### config.mk
export PLATFORM = sky130hd
export DESIGN_NAME = lsu
export DESIGN_NICKNAME = d
export VERILOG_FILES = /design/src/rtl/lsu.sv
export SDC_FILE = /design/constraint.sdc
export NUM_CORES = 1
export LEC_CHECK = 0
export CORE_AREA = 2 2 116 141
export DETAILED_ROUTE_END_ITERATION = 8
export DIE_AREA = 0 0 118 143
export HOLD_SLACK_MARGIN = 0.12
export PLACE_DENSITY = 0.76
export SLEW_MARGIN = 10
export SYNTH_ARGS = -nofsm -noshare
export SYNTH_HDL_FRONTEND = slang
export SYNTH_SLANG_ARGS = --single-unit
export TNS_END_PERCENT = 30
### constraint.sdc
create_clock -name clk -period 1.94 [get_ports clk]
set_input_delay 0.388 -clock clk [delete_from_list [all_inputs] [get_ports clk]]
set_output_delay 0.388 -clock clk [all_outputs]
set_load 0.1 [all_outputs]
### src/rtl/lsu.sv
// Load/store unit: accepts one op at a time from EXE, writes ALU results back
// directly, and runs RV32I loads/stores through a valid/ready request channel
// followed by a single-cycle response.
module lsu #(
  parameter int unsigned DATA_WIDTH = 32,
  parameter int unsigned ADDR_WIDTH = 5
) (
  input  logic                  clk,
  input  logic                  rst_n,
  input  logic                  in_valid,
  output logic                  in_ready,
  input  logic                  in_is_load,
  input  logic                  in_is_store,
  input  logic [2:0]            in_funct3,
  input  logic [31:0]           in_addr,
  input  logic [31:0]           in_wdata,
  input  logic [31:0]           in_alu_data,
  input  logic [ADDR_WIDTH-1:0] in_rd_addr,
  output logic                  mem_req_valid,
  input  logic                  mem_req_ready,
  output logic                  mem_req_wen,
  output logic [31:0]           mem_req_addr,
  output logic [31:0]           mem_req_wdata,
  output logic [3:0]            mem_req_wstrb,
  input  logic                  mem_resp_valid,
  input  logic [31:0]           mem_resp_rdata,
  output logic                  rd_wen,
  output logic [ADDR_WIDTH-1:0] rd_addr_o,
  output logic [DATA_WIDTH-1:0] rd_data_o,
  output logic                  misalign
);

  localparam int unsigned WORD_W = 32;

  typedef enum logic [1:0] {
    IDLE = 2'd0,
    REQ  = 2'd1,
    WAIT = 2'd2
  } state_t;

  state_t state_q, state_d;

  logic alu_fire, bad_fire, mem_fire, req_done, resp_fire;
  logic mem_op, both_op, ld_illegal, st_illegal, mis_addr, bad_op;

  logic [3:0]            st_strb;
  logic [WORD_W-1:0]     st_data;
  logic [WORD_W-1:0]     ld_shift;
  logic [WORD_W-1:0]     ld_data;

  // Captured op context for the response phase
  logic                  ld_q;
  logic [2:0]            funct3_q;
  logic [1:0]            lane_q;
  logic [ADDR_WIDTH-1:0] rd_q;

  // Ready only while idle; reset forces it low even though the FSM sits in IDLE
  assign in_ready = rst_n && (state_q == IDLE);

  // Classify the offered op
  assign mem_op     = in_is_load | in_is_store;
  assign both_op    = in_is_load & in_is_store;
  assign ld_illegal = in_is_load &&
                      ((in_funct3 == 3'b011) || (in_funct3 == 3'b110) || (in_funct3 == 3'b111));
  assign st_illegal = in_is_store && (in_funct3[2] || (in_funct3 == 3'b011));
  assign mis_addr   = ((in_funct3[1:0] == 2'b01) && in_addr[0]) ||
                      ((in_funct3[1:0] == 2'b10) && (in_addr[1:0] != 2'b00));
  assign bad_op     = both_op | ld_illegal | st_illegal | mis_addr;

  // Lane-align store data and strobes
  always_comb begin
    st_strb = 4'b1111;
    st_data = in_wdata;
    case (in_funct3[1:0])
      2'b00: begin
        st_strb = 4'b0001 << in_addr[1:0];
        st_data = {4{in_wdata[7:0]}};
      end
      2'b01: begin
        st_strb = 4'b0011 << in_addr[1:0];
        st_data = {2{in_wdata[15:0]}};
      end
      default: ;
    endcase
  end

  // Extract and extend the loaded lane from the response word
  assign ld_shift = mem_resp_rdata >> {lane_q, 3'b000};

  always_comb begin
    ld_data = ld_shift;
    case (funct3_q)
      3'b000:  ld_data = {{24{ld_shift[7]}}, ld_shift[7:0]};
      3'b100:  ld_data = {24'h000000, ld_shift[7:0]};
      3'b001:  ld_data = {{16{ld_shift[15]}}, ld_shift[15:0]};
      3'b101:  ld_data = {16'h0000, ld_shift[15:0]};
      default: ;
    endcase
  end

  // FSM state register
  always_ff @(posedge clk or negedge rst_n) begin
    if (!rst_n) state_q <= IDLE;
    else        state_q <= state_d;
  end

  // Next-state and per-cycle event decode
  always_comb begin
    state_d   = state_q;
    alu_fire  = 1'b0;
    bad_fire  = 1'b0;
    mem_fire  = 1'b0;
    req_done  = 1'b0;
    resp_fire = 1'b0;
    case (state_q)
      IDLE: begin
        if (in_valid && in_ready) begin
          if (!mem_op) begin
            alu_fire = 1'b1;
          end else if (bad_op) begin
            bad_fire = 1'b1;
          end else begin
            mem_fire = 1'b1;
            state_d  = REQ;
          end
        end
      end
      REQ: begin
        if (mem_req_ready) begin
          req_done = 1'b1;
          state_d  = WAIT;
        end
      end
      WAIT: begin
        if (mem_resp_valid) begin
          resp_fire = 1'b1;
          state_d   = IDLE;
        end
      end
      default: state_d = IDLE;
    endcase
  end

  // Registered outputs: request channel, write-back port and exception pulse
  always_ff @(posedge clk or negedge rst_n) begin
    if (!rst_n) begin
      mem_req_valid <= 1'b0;
      mem_req_wen   <= 1'b0;
      mem_req_addr  <= '0;
      mem_req_wdata <= '0;
      mem_req_wstrb <= '0;
      rd_wen        <= 1'b0;
      rd_addr_o     <= '0;
      rd_data_o     <= '0;
      misalign      <= 1'b0;
      ld_q          <= 1'b0;
      funct3_q      <= '0;
      lane_q        <= '0;
      rd_q          <= '0;
    end else begin
      rd_wen   <= 1'b0;
      misalign <= bad_fire;

      if (alu_fire) begin
        rd_wen    <= (in_rd_addr != '0);
        rd_addr_o <= in_rd_addr;
        rd_data_o <= DATA_WIDTH'(in_alu_data);
      end

      if (mem_fire) begin
        mem_req_valid <= 1'b1;
        mem_req_wen   <= in_is_store;
        mem_req_addr  <= {in_addr[31:2], 2'b00};
        mem_req_wdata <= in_is_store ? st_data : '0;
        mem_req_wstrb <= in_is_store ? st_strb : 4'b0000;
        ld_q          <= in_is_load;
        funct3_q      <= in_funct3;
        lane_q        <= in_addr[1:0];
        rd_q          <= in_rd_addr;
      end else if (req_done) begin
        mem_req_valid <= 1'b0;
      end

      if (resp_fire && ld_q) begin
        rd_wen    <= (rd_q != '0);
        rd_addr_o <= rd_q;
        rd_data_o <= DATA_WIDTH'(ld_data);
      end
    end
  end

endmodule

## Yosys cells after proc, flatten, opt, wreduce, memory -nomap -nowiden

Cells that the tools add are included.

- Mux-type cells: 34
- Shifts and indexed selects: 3
- Equality and inequality tests: 15
- Bitwise gates (word level): 5
- Reductions and logical operators: 20

Operators with widths:

| cell | number |
|---|---|
| case mux 32 bit (4 select lines) | 1 |
| two-way mux 32 bit | 3 |
| case mux 32 bit (2 select lines) | 1 |
| right shift 32 x 5 -> 32 bit | 1 |
| two-way mux 1 bit | 19 |
| == test 3 bit, second input constant | 4 |
| two-way mux 2 bit | 5 |
| two-way mux 5 bit | 2 |
| nonzero test 5 bit | 2 |
| != test 2 bit, second input constant | 4 |
| case mux 4 bit (2 select lines) | 1 |
| logical AND 1 bit | 7 |
| case mux 2 bit (3 select lines) | 1 |
| nonzero test 2 bit | 3 |
| AND reduction 5 bit | 1 |
| == test 2 x 1 -> 1 bit, second input constant | 2 |
| == test 2 bit, second input constant | 2 |
| logical NOT 2 bit | 2 |
| logical OR 1 bit | 4 |
| two-way mux 4 bit | 1 |
| OR 1 bit | 4 |
| left shift 1 x 2 -> 4 bit, first input constant | 1 |
| left shift 2 x 2 -> 4 bit, first input constant | 1 |
| == test 3 x 1 -> 1 bit, second input constant | 1 |
| other kinds (4) | 4 |

- Register bits: 120
- Logic and storage cells: 91
- Output and inout bits: 110
- Bits of input ports: 143

## Longest topological paths before layout

Gate-level depths: netlist (run 1).

- Depth after elaboration: 12
- Gate-level depth with buffers: 8

## Worst setup path before layout (run 1)

Ideal clock, no wire load.

- Path type: register to output
- From: reg state_q[0]
- To: out in_ready
- Buffers on the path: 0
- Slack: -1.077 ns
- Arrival: 2.629 ns
- Stages on the path, launching flop included: 2
- Required time: 1.552 ns
- Cells stage by stage: dfrtp_1 -> nor3b_1

- Cells in the longest elaborated chain, start to end: 2

RTL lines:

| what | line | text |
|---|---|---|
| start: declaration | 41 | `state_t state_q, state_d;` |
| start signal: assignment | 104 | `else state_q <= state_d;` |
| logical NOT 2 bit | 58 | `assign in_ready = rst_n && (state_q == IDLE);` |
| logical AND 1 bit | 58 |  |
| end: declaration | 11 | `output logic in_ready,` |

No other way between the ends.

## Worst setup path in the final report (run 1)

- From: in mem_resp_rdata[31]
- To: reg rd_data_o[13]

- Cells in the longest elaborated chain, start to end: 3

RTL lines:

| what | line | text |
|---|---|---|
| start: declaration | 26 | `input logic [31:0] mem_resp_rdata,` |
| right shift 32 x 5 -> 32 bit | 88 | `assign ld_shift = mem_resp_rdata >> {lane_q, 3'b000};` |
| case mux 32 bit (4 select lines) | 92 | `case (funct3_q)` |
| two-way mux 32 bit | 184 | `if (resp_fire && ld_q) begin` |
| end signal: assignment | 167 | `rd_data_o <= DATA_WIDTH'(in_alu_data);` |
| end signal: assignment | 187 | `rd_data_o <= DATA_WIDTH'(ld_data);` |
| end: declaration | 29 | `output logic [DATA_WIDTH-1:0] rd_data_o,` |

No other way between the ends.
A chain may end at the register's enable or synchronous reset.

==> summary.txt, run 1 <==
Clock network
  • CTS tree: yes
  • # H-tree levels: 4
  • Clock root buffer: clkbuf_16
  • CTS Sinks: 120
  • Cts hold-fix bufs: 0
  • Longest Clk Path Bufs: 2
  • Reg clk slew, reported paths: 0.06 ns
  • Number of setup buffers added after CTS: 0
  • Clk Latency, worst-skew pair: 0.40 ns
  • CTS buffer count: 17

Logic synthesis
  • Synth area leaders: dfrtp_1 (51%), mux2_4 (10%), mux2i_1 (8.1%)
  • Area share of the largest cell type after synthesis: 50.7%
  • Synth Flop Type: dfrtp_1
  • Asr flop ratio synth: 100%
  • Mean post-synth cell area: 11.6 µm²
  • Mapped Cells: 513
  • Yosys top cell by area: dfrtp_1
  • Seq cells post-synth: 120
  • Synthesized area: 0.00593 mm²
  • Synth warn: 0
  • Post-synth EDFFs: 0
  • Yosys cell types: 45
  • Post-synthesis sequential area ratio: 50.7%

GRT
  • Total grt overflow: 0
  • Initial antenna violation count: 3
  • Largest net degree at the start of global routing: 121
  • Vias in the first global route: 5620
  • GRT Resource Usage Total: 23.0%
  • First-pass GRT wire length: 30.3 mm

Timing
  • Max Fclk: 0.496 GHz
  • Final worst-path cycle share: 104%
  • Post-route setup slack: -0.0779 ns
  • Fin Setup TNS: -0.0894 ns
  • Worst Clk Skew: 0.00791 ns
  • Endpoints failing hold: 0
  • Min Tclk post-route: 2.02 ns
  • Relative slew slack: 56.5%
  • Worst Tran Pin Value: 0.652 ns
  • Max Slew Vio Count: 0
  • # setup viols final: 2
  • RSZ-0062 raised after global routing: true

Floorplanning
  • Die width: 118 µm
  • Die area: 0.0169 mm²
  • Ports: 253
  • Core area: 0.0155 mm²
  • Initial Util: 38.4%
  • Std-Cell Rows: 50
  • Height of the die: 143 µm

Worst setup path
  • Critical path fanouts, max: 8
  • Critical setup path kind: in -> reg
  • Worst setup EP type: flip-flop
  • Crit-path slowest cell: clkdlybuf4s50_1
  • CP peak stage delay: 0.54 ns
  • Worst setup SP type: input port
  • Arr. time, crit path: 2.28 ns
  • Worst EP required: 2.21 ns
  • CP Buf/Inv Count: 1
  • Cell Chain, Critical Path: clkdlybuf4s50_1 -> mux4_2 -> and3b_1 -> a221oi_1 -> mux2i_1
  • Kind of cell adding the most delay to the critical path: multiplexers

Layout
  • Area grow syn2layout: 59.6%
  • Post-route cell area: 0.00946 mm²
  • Nets: 928
  • Layout cell share with drive strength beyond 1: 31.1%

Power
  • Power Total: 0.0175 W
  • Power Density: 1850 mW/mm²
  • VDD IR max: 0.00118 V
  • Leak: 4.46 nW

Drt
  • Via count: 5295
  • Pre-Repair DR Iteration Count: 4
  • Initial DRC Count: 360
  • Antenna Nets Post-Route: 0
  • # DRC: 0
  • Final WL: 19.3 mm
  • Routed len/inst: 19.1 µm
  • Vias per Instance: 5.26

Place
  • Port-buffer cells: 250
  • Placer Congestion: 0.848
  • Place WS: -0.505 ns
  • Placed Area: 0.00877 mm²
  • Hpwl dp: 14.3 mm

Min path
  • Worst hold path class: in -> async

Status
  • Failing checks: setup timing
  • Status: complete, but fails checks

Job
  • Max Cap Viol: 0
==> timing repair <==
| action | 4_1_cts | 5_1_grt |
|---|---|---|
| pin swaps | 0 | 1 |
| resized for setup | 1 | 3 |
| endpoints found under the setup margin | 46 | 51 |
==> power by group <==
group          internal (W)  switching (W)  total, W  leakage (nW)
combinational       0.00263        0.00730   0.00993          2.65
sequential          0.00338       0.000639   0.00402          1.49
clock               0.00244        0.00115   0.00359         0.319
total               0.00845        0.00909    0.0175          4.46
==> synth_stat cells (all sizes together) (2+ instances only) <==
library cell,count
a211oi,7
a21oi,13
a221oi,7
a22o,9
a31oi,14
a32oi,16
and3b,2
buf,24
clkbuf,18
dfrtp,120
inv,5
mux2,55
mux2i,48
nand2,75
nand2b,4
nand3,3
nor2,27
nor2b,5
nor3,5
o21ai,7
o22ai,3
o2bb2ai,27
or4,2
==> final timing paths <==
check / depth (start not counted) / slack [ns] / endpoint / startpoint
min in group clk: 1 / 0.50 / mem_req_wdata[20] / mem_req_wdata[20]
max: 5 / -0.08 / rd_data_o[13] / mem_resp_rdata[31]
max reg2reg: 4 / 0.05 / rd_data_o[13] / lane_q[1]
min reg2reg: 1 / 0.50 / mem_req_wdata[20] / mem_req_wdata[20]
max in group asynchronous: 2 / 1.33 / rd_data_o[5] / rst_n
min: 2 / 0.11 / mem_req_addr[18] / rst_n
==> metal layers <==
metal  GRT usage (%)  vias up  wire length, µm
met5               0        -               12
met2            40.5      244            10000
met1            26.4     2605             7370
met4            8.12        2              347
met3            7.51       25             1490
li1                -     2419                -
==> cell usage in the layout (no fill, tap or decap), drive strengths merged, types with 9 or more instances in the layout <==
cell and instances:
nor2 27, a21oi 13, a31oi 14, nand2 75
clkbuf 19, dfrtp 120, mux2i 48, buf 153
mux2 55, a22o 9, clkdlybuf4s50 140, a32oi 16
o2bb2ai 27
==> flip-flops by register name, indices dropped and copies added, names as in the netlist <==
name and count:
lane_q 2, mem_req_valid 1, misalign 1, mem_req_addr 30, rd_addr_o 5, funct3_q 3, rd_data_o 32, mem_req_wen 1
mem_req_wstrb 4, mem_req_wdata 32, state_q 2, rd_wen 1, ld_q 1, rd_q 5
==> kinds of logic (layout without fill, tap and decap cells) <==
| family | after synthesis | count (layout) | share of synthesized area [%] |
|---|---|---|---|
| and+or+nand+nor | 131 | 131 | 9.79 |
| AOI/OAI and AO/OA | 110 | 110 | 14.0 |
| muxes | 104 | 104 | 21.5 |
| DFF | 120 | 120 | 50.7 |
| other | 1 | 4 | 0.0633 |
| buffers and inverters | 47 | 330 | 3.99 |
==> worst reg2reg max path, cell delays in order, from the launching register on <==
cell,delay [ns]
dfrtp_1,0.41
mux4_2,0.53
and3b_1,0.28
a221oi_1,0.42
mux2i_1,0.13
==> stage by stage <==
step                std cells  hold slack (ns)  util [%]
CTS                      1005            0.143      61.1
detailed placement        974            0.477      56.7
finish                   1007            0.109      61.2
global placement          974            0.474      56.7
floorplan                 514           0.0924         -
global route             1006            0.163      61.2
==> area by class of cell <==
cell class	instances	area, µm²
antenna	2	5.00
clock buffer	19	443
clock inverter	12	223
fill	1229	5990
inverter	5	18.8
multi-input combinational	347	2730
sequential	120	3000
tap	208	260
timing repair buffer	294	2780
(Power assumes the default switching activity.)
==> run 2: changes to the inputs <==
--- a/config.mk
+++ b/config.mk
@@ -5,7 +5,9 @@
 export SDC_FILE = /design/constraint.sdc
 export NUM_CORES = 1
 export LEC_CHECK = 0
+export CAP_MARGIN = 20
 export CORE_AREA = 2 2 116 141
+export CTS_CLUSTER_SIZE = 28
 export DETAILED_ROUTE_END_ITERATION = 8
 export DIE_AREA = 0 0 118 143
 export HOLD_SLACK_MARGIN = 0.12
==> results of run 2 <==
No change in the layout: final DEF, timing and power equal those of run 1.
